## src/rtl/if_id_queue.sv

```systemverilog
// if_id_queue: fetch-to-decode FIFO of {pc, instr} with valid/ready handshake and one-cycle flush
module if_id_queue #(
  parameter int DEPTH = 4,
  parameter int CNT_W = $clog2(DEPTH) + 1
) (
  input  logic             clk,
  input  logic             rst,
  input  logic             flush,
  input  logic             in_valid,
  input  logic [31:0]      in_pc,
  input  logic [31:0]      in_instr,
  output logic             in_ready,
  output logic             out_valid,
  output logic [31:0]      out_pc,
  output logic [31:0]      out_instr,
  input  logic             out_ready,
  output logic [CNT_W-1:0] count
);
  localparam int PW = $clog2(DEPTH);
  logic [63:0]      mem_q [DEPTH];
  logic [PW-1:0]    rd_q, rd_d, wr_q, wr_d;
  logic [CNT_W-1:0] cnt_q, cnt_d;
  logic             push, pop;
  // in_ready comes from the registered count only, so a full queue never accepts even while popping
  assign in_ready  = cnt_q != CNT_W'(DEPTH);
  assign out_valid = cnt_q != '0;
  assign push      = in_valid & in_ready & ~flush;
  assign pop       = out_valid & out_ready & ~flush;
  assign out_pc    = out_valid ? mem_q[rd_q][63:32] : '0;
  assign out_instr = out_valid ? mem_q[rd_q][31:0] : '0;
  assign count     = cnt_q;
  always_comb begin
    rd_d  = flush ? '0 : rd_q + PW'(pop);
    wr_d  = flush ? '0 : wr_q + PW'(push);
    cnt_d = flush ? '0 : cnt_q + CNT_W'(push) - CNT_W'(pop);
  end
  always_ff @(posedge clk) begin
    if (rst) begin
      rd_q  <= '0;
      wr_q  <= '0;
      cnt_q <= '0;
    end else begin
      rd_q  <= rd_d;
      wr_q  <= wr_d;
      cnt_q <= cnt_d;
    end
  end
  always_ff @(posedge clk) begin
    if (push && !rst) mem_q[wr_q] <= {in_pc, in_instr};
  end
endmodule

```

## config.mk

```make
export PLATFORM = sky130hd
export DESIGN_NAME = if_id_queue
export DESIGN_NICKNAME = d
export VERILOG_FILES = /design/src/rtl/if_id_queue.sv
export SDC_FILE = /design/constraint.sdc
export NUM_CORES = 1
export LEC_CHECK = 0
export ABC_AREA = 1
export CORE_MARGIN = 4
export CORE_UTILIZATION = 49
export DETAILED_ROUTE_END_ITERATION = 10
export PLACE_DENSITY = 0.79
export SETUP_SLACK_MARGIN = 0.4
export SYNTH_ARGS = -nofsm -noshare
export SYNTH_HDL_FRONTEND = slang
export SYNTH_SLANG_ARGS = --single-unit
export TNS_END_PERCENT = 50
```

## constraint.sdc

```tcl
create_clock -name clk -period 6.3 [get_ports clk]
set_clock_uncertainty 0.15 [all_clocks]
set_input_delay 0.945 -clock clk [delete_from_list [all_inputs] [get_ports clk]]
set_output_delay 0.945 -clock clk [all_outputs]
set_load 0.1 [all_outputs]
```

==> metrics.csv <==
metric,value,unit
power.leakage,4.176,nW
power_density,286.7,nW/um^2
die_width,153.2,um
drt_iter0_markers,390,
fin_setup_tns,0,ns
critPathLaunchType,register,
dpl.hpwl,12250,um
crit_slowest_cell,clkdlybuf4s50_1,
synthArstFlopShare,0,
globalplace.congestion,0.7370,
min_to,wr_q[1],
core,20490,um^2
worst-setup-path-type,register to primary output,
synth_seq_area_share,0.7581,
grtUsageTotal,0.1813,
syn_inst,810,
irDropWorstVdd,232.0,uV
cp-end-kind,primary output,
min-delay-start,wr_q[1],
syn-mean-instance-area,12.75,um^2
ctsHoldBuffers,0,
yosys.area.top_type,edfxtp_1,
holdPathStages,2,
synth_cell_types,21,
cp_cell_sequence,clkinv_2 -> buf_4 -> o21ai_0 -> a21oi_1 -> clkdlybuf4s50_1,
ys_warn_count,0,
io_buffers,137,
min_period,4.994,ns
htree_levels,1,
drv_slew,0,
fp-row-count,52,
dr_total_vias,6531,
slowest_delay,1.17,ns
drive_gt1_frac,0.05434,
clk_pin_slew,0.06,ns
status,completed,
crit_required,5.20,ns
ios,138,
route.detailed.drc,0,
reg2reg_depth,5,
synth_edf_count,256,
grt_pass1_vias,6595,
root_buffer,clkbuf_16,
grt_pass1_wl,34580,um
cts_buffers,26,
synth_top_area_frac,0.7445,
clk_latency,0.52,ns
power_frac_comb,0.076,
cts_tree,built,
synth_area,10320,um^2
p_sw_frac,0.2245,
ant_nets,0,
switchingPower,0.8103,mW
syn_nets,882,
ctsResizeCount,0,
dr.pass1.iters,6,
synthTopCellsByArea,"edfxtp_1, nor2_1, o21ai_0, a21oi_1, o21ai_1",
max-cap-violations,0,
netlist_top_cells_count,"nor2_1, edfxtp_1, o21ai_0",
overflow,0,
cp_max_fo,97,
reg2reg_setup_slack,3.54,ns
vias_per_cell,5.318,
setup_violations,0,
report.power.total,3.609,mW
die_y,153.2,um
path_buf_inv,3,
drt-total-wl,21800,um
rsz0062_at_grt,false,
syn_to_final_growth,21.90,%
avgRoutedWirePerCell,17.76,um
dpl_worst_slack,1.839,ns
hold_ws,0.4510,ns
max_freq,200.2,MHz
seqPwrFrac,0.538,
yosysMostFrequentCell,nor2_1,
clock_sinks,263,
cts_buffer_depth,3,
hp-class,register to register,
grt_max_degree,98,
r2r-start,count[1],
critical_path_arrival,3.90,ns
internal_power,2.798,mW
critical_path.top_delay_family,buffers and inverters,
slew_headroom,0.3310,
worst_pin_slew,1.000,ns
pwr-share-clk,0.386,
synth-seq-cells,263,
antenna_found_initial,1,
finalCritPeriodShare,0.7927,
initial_utilization,0.5038,
final_cells,1228,
ys.flop_type,edfxtp_1,
worst_r2r_endpoint,mem_q[1][39],
cts_setup_buffers,0,
fin_nets,1009,
dp_cells,1179,
fin_ws,1.306,ns
hold_viol_final,0,
dieArea,23460,um^2
power groups by stage:
stage          clock network, mW  logic [mW]  registers (mW)
2_1_floorplan                  0       0.165            1.98
3_3_place_gp                   0       0.272            1.98
3_5_place_dp                   0       0.276            1.98
4_1_cts                     1.42       0.277            1.94
5_1_grt                     1.48       0.289            1.94
6_report                    1.39       0.276            1.94
registers in the layout, indices dropped and copies added, names as in the netlist:
name,flops
rd_q,2
mem_q,256
wr_q,2
count,3
metal layers:
layer	up-vias	share of wire	global-route usage
li1	3117	-	-
met1	3173	0.42	0.2396
met2	201	0.49	0.3042
met3	40	0.064	0.03732
met4	0	0.029	0.05728
met5	-	0	0
worst min-delay path: stages, from the launching register on:
cell and delay, ns:
dfxtp_1 0.35, xnor2_1 0.14, nor2_1 0.07
cells by family after synthesis:
group,count (synthesis),synth area share
adder cells (fa/ha/maj),3,0.004362
AO/OA/AOI/OAI,193,0.09355
XOR/XNOR,2,0.001697
buffers and inverters,61,0.03672
flip-flops,263,0.7581
AND/OR/NAND/NOR,288,0.1055
worst max path at each step:
stage / start / to / slack, ns / cells past startpoint
after floorplan: count[1] / mem_q[0][0] / -0.94 / 4
after global placement: rd_q[0] / out_instr[13] / 1.89 / 5
after detailed placement: rd_q[0] / out_instr[1] / 1.84 / 5
after CTS: rd_q[0] / out_pc[0] / 1.25 / 5
after global routing: rd_q[0] / out_instr[3] / 1.08 / 5
final: rd_q[0] / out_instr[3] / 1.31 / 5
final cells by class:
type,instances,area (um^2)
Antenna cell,1,2.502
Clock buffer,34,701.9
Clock inverter,14,67.56
Fill cell,1559,7909
Inverter,12,46.29
Multi-Input combinational cell,486,2143
Sequential cell,263,7833
Tap cell,270,337.8
Timing Repair Buffer,148,1454
layout by cell type, fill, tap and decap left out:
| cell | count |
|---|---|
| clkinv_2 | 4 |
| o21ai_0 | 68 |
| inv_1 | 9 |
| o21ai_1 | 60 |
| fa_1 | 1 |
| clkinvlp_4 | 1 |
| dfxtp_1 | 5 |
| edfxtp_1 | 256 |
| clkbuf_16 | 27 |
| diode_2 | 1 |
| buf_4 | 11 |
| clkinv_1 | 9 |
| clkdlybuf4s50_1 | 137 |
| nand3_1 | 3 |
| dfxtp_4 | 1 |
| a21oi_1 | 65 |
| clkbuf_1 | 7 |
| inv_8 | 1 |
| xnor2_1 | 1 |
| nor2_4 | 2 |
| nor2_1 | 266 |
| dfxtp_2 | 1 |
| nand2_1 | 14 |
| nand4_1 | 1 |
| xor2_1 | 1 |
| nor3_2 | 2 |
| inv_2 | 2 |
| ha_1 | 2 |
per-stage QoR:
| stage | area [um^2] | utilization |
|---|---|---|
| after floorplan | 10320 | - |
| after global routing | 12590 | 0.6141 |
| after CTS | 12580 | 0.6140 |
| after detailed placement | 11810 | 0.5764 |
| after global placement | 11810 | 0.5764 |
| final | 12590 | 0.6141 |
No activity file was read; power rests on OpenSTA's default activity.
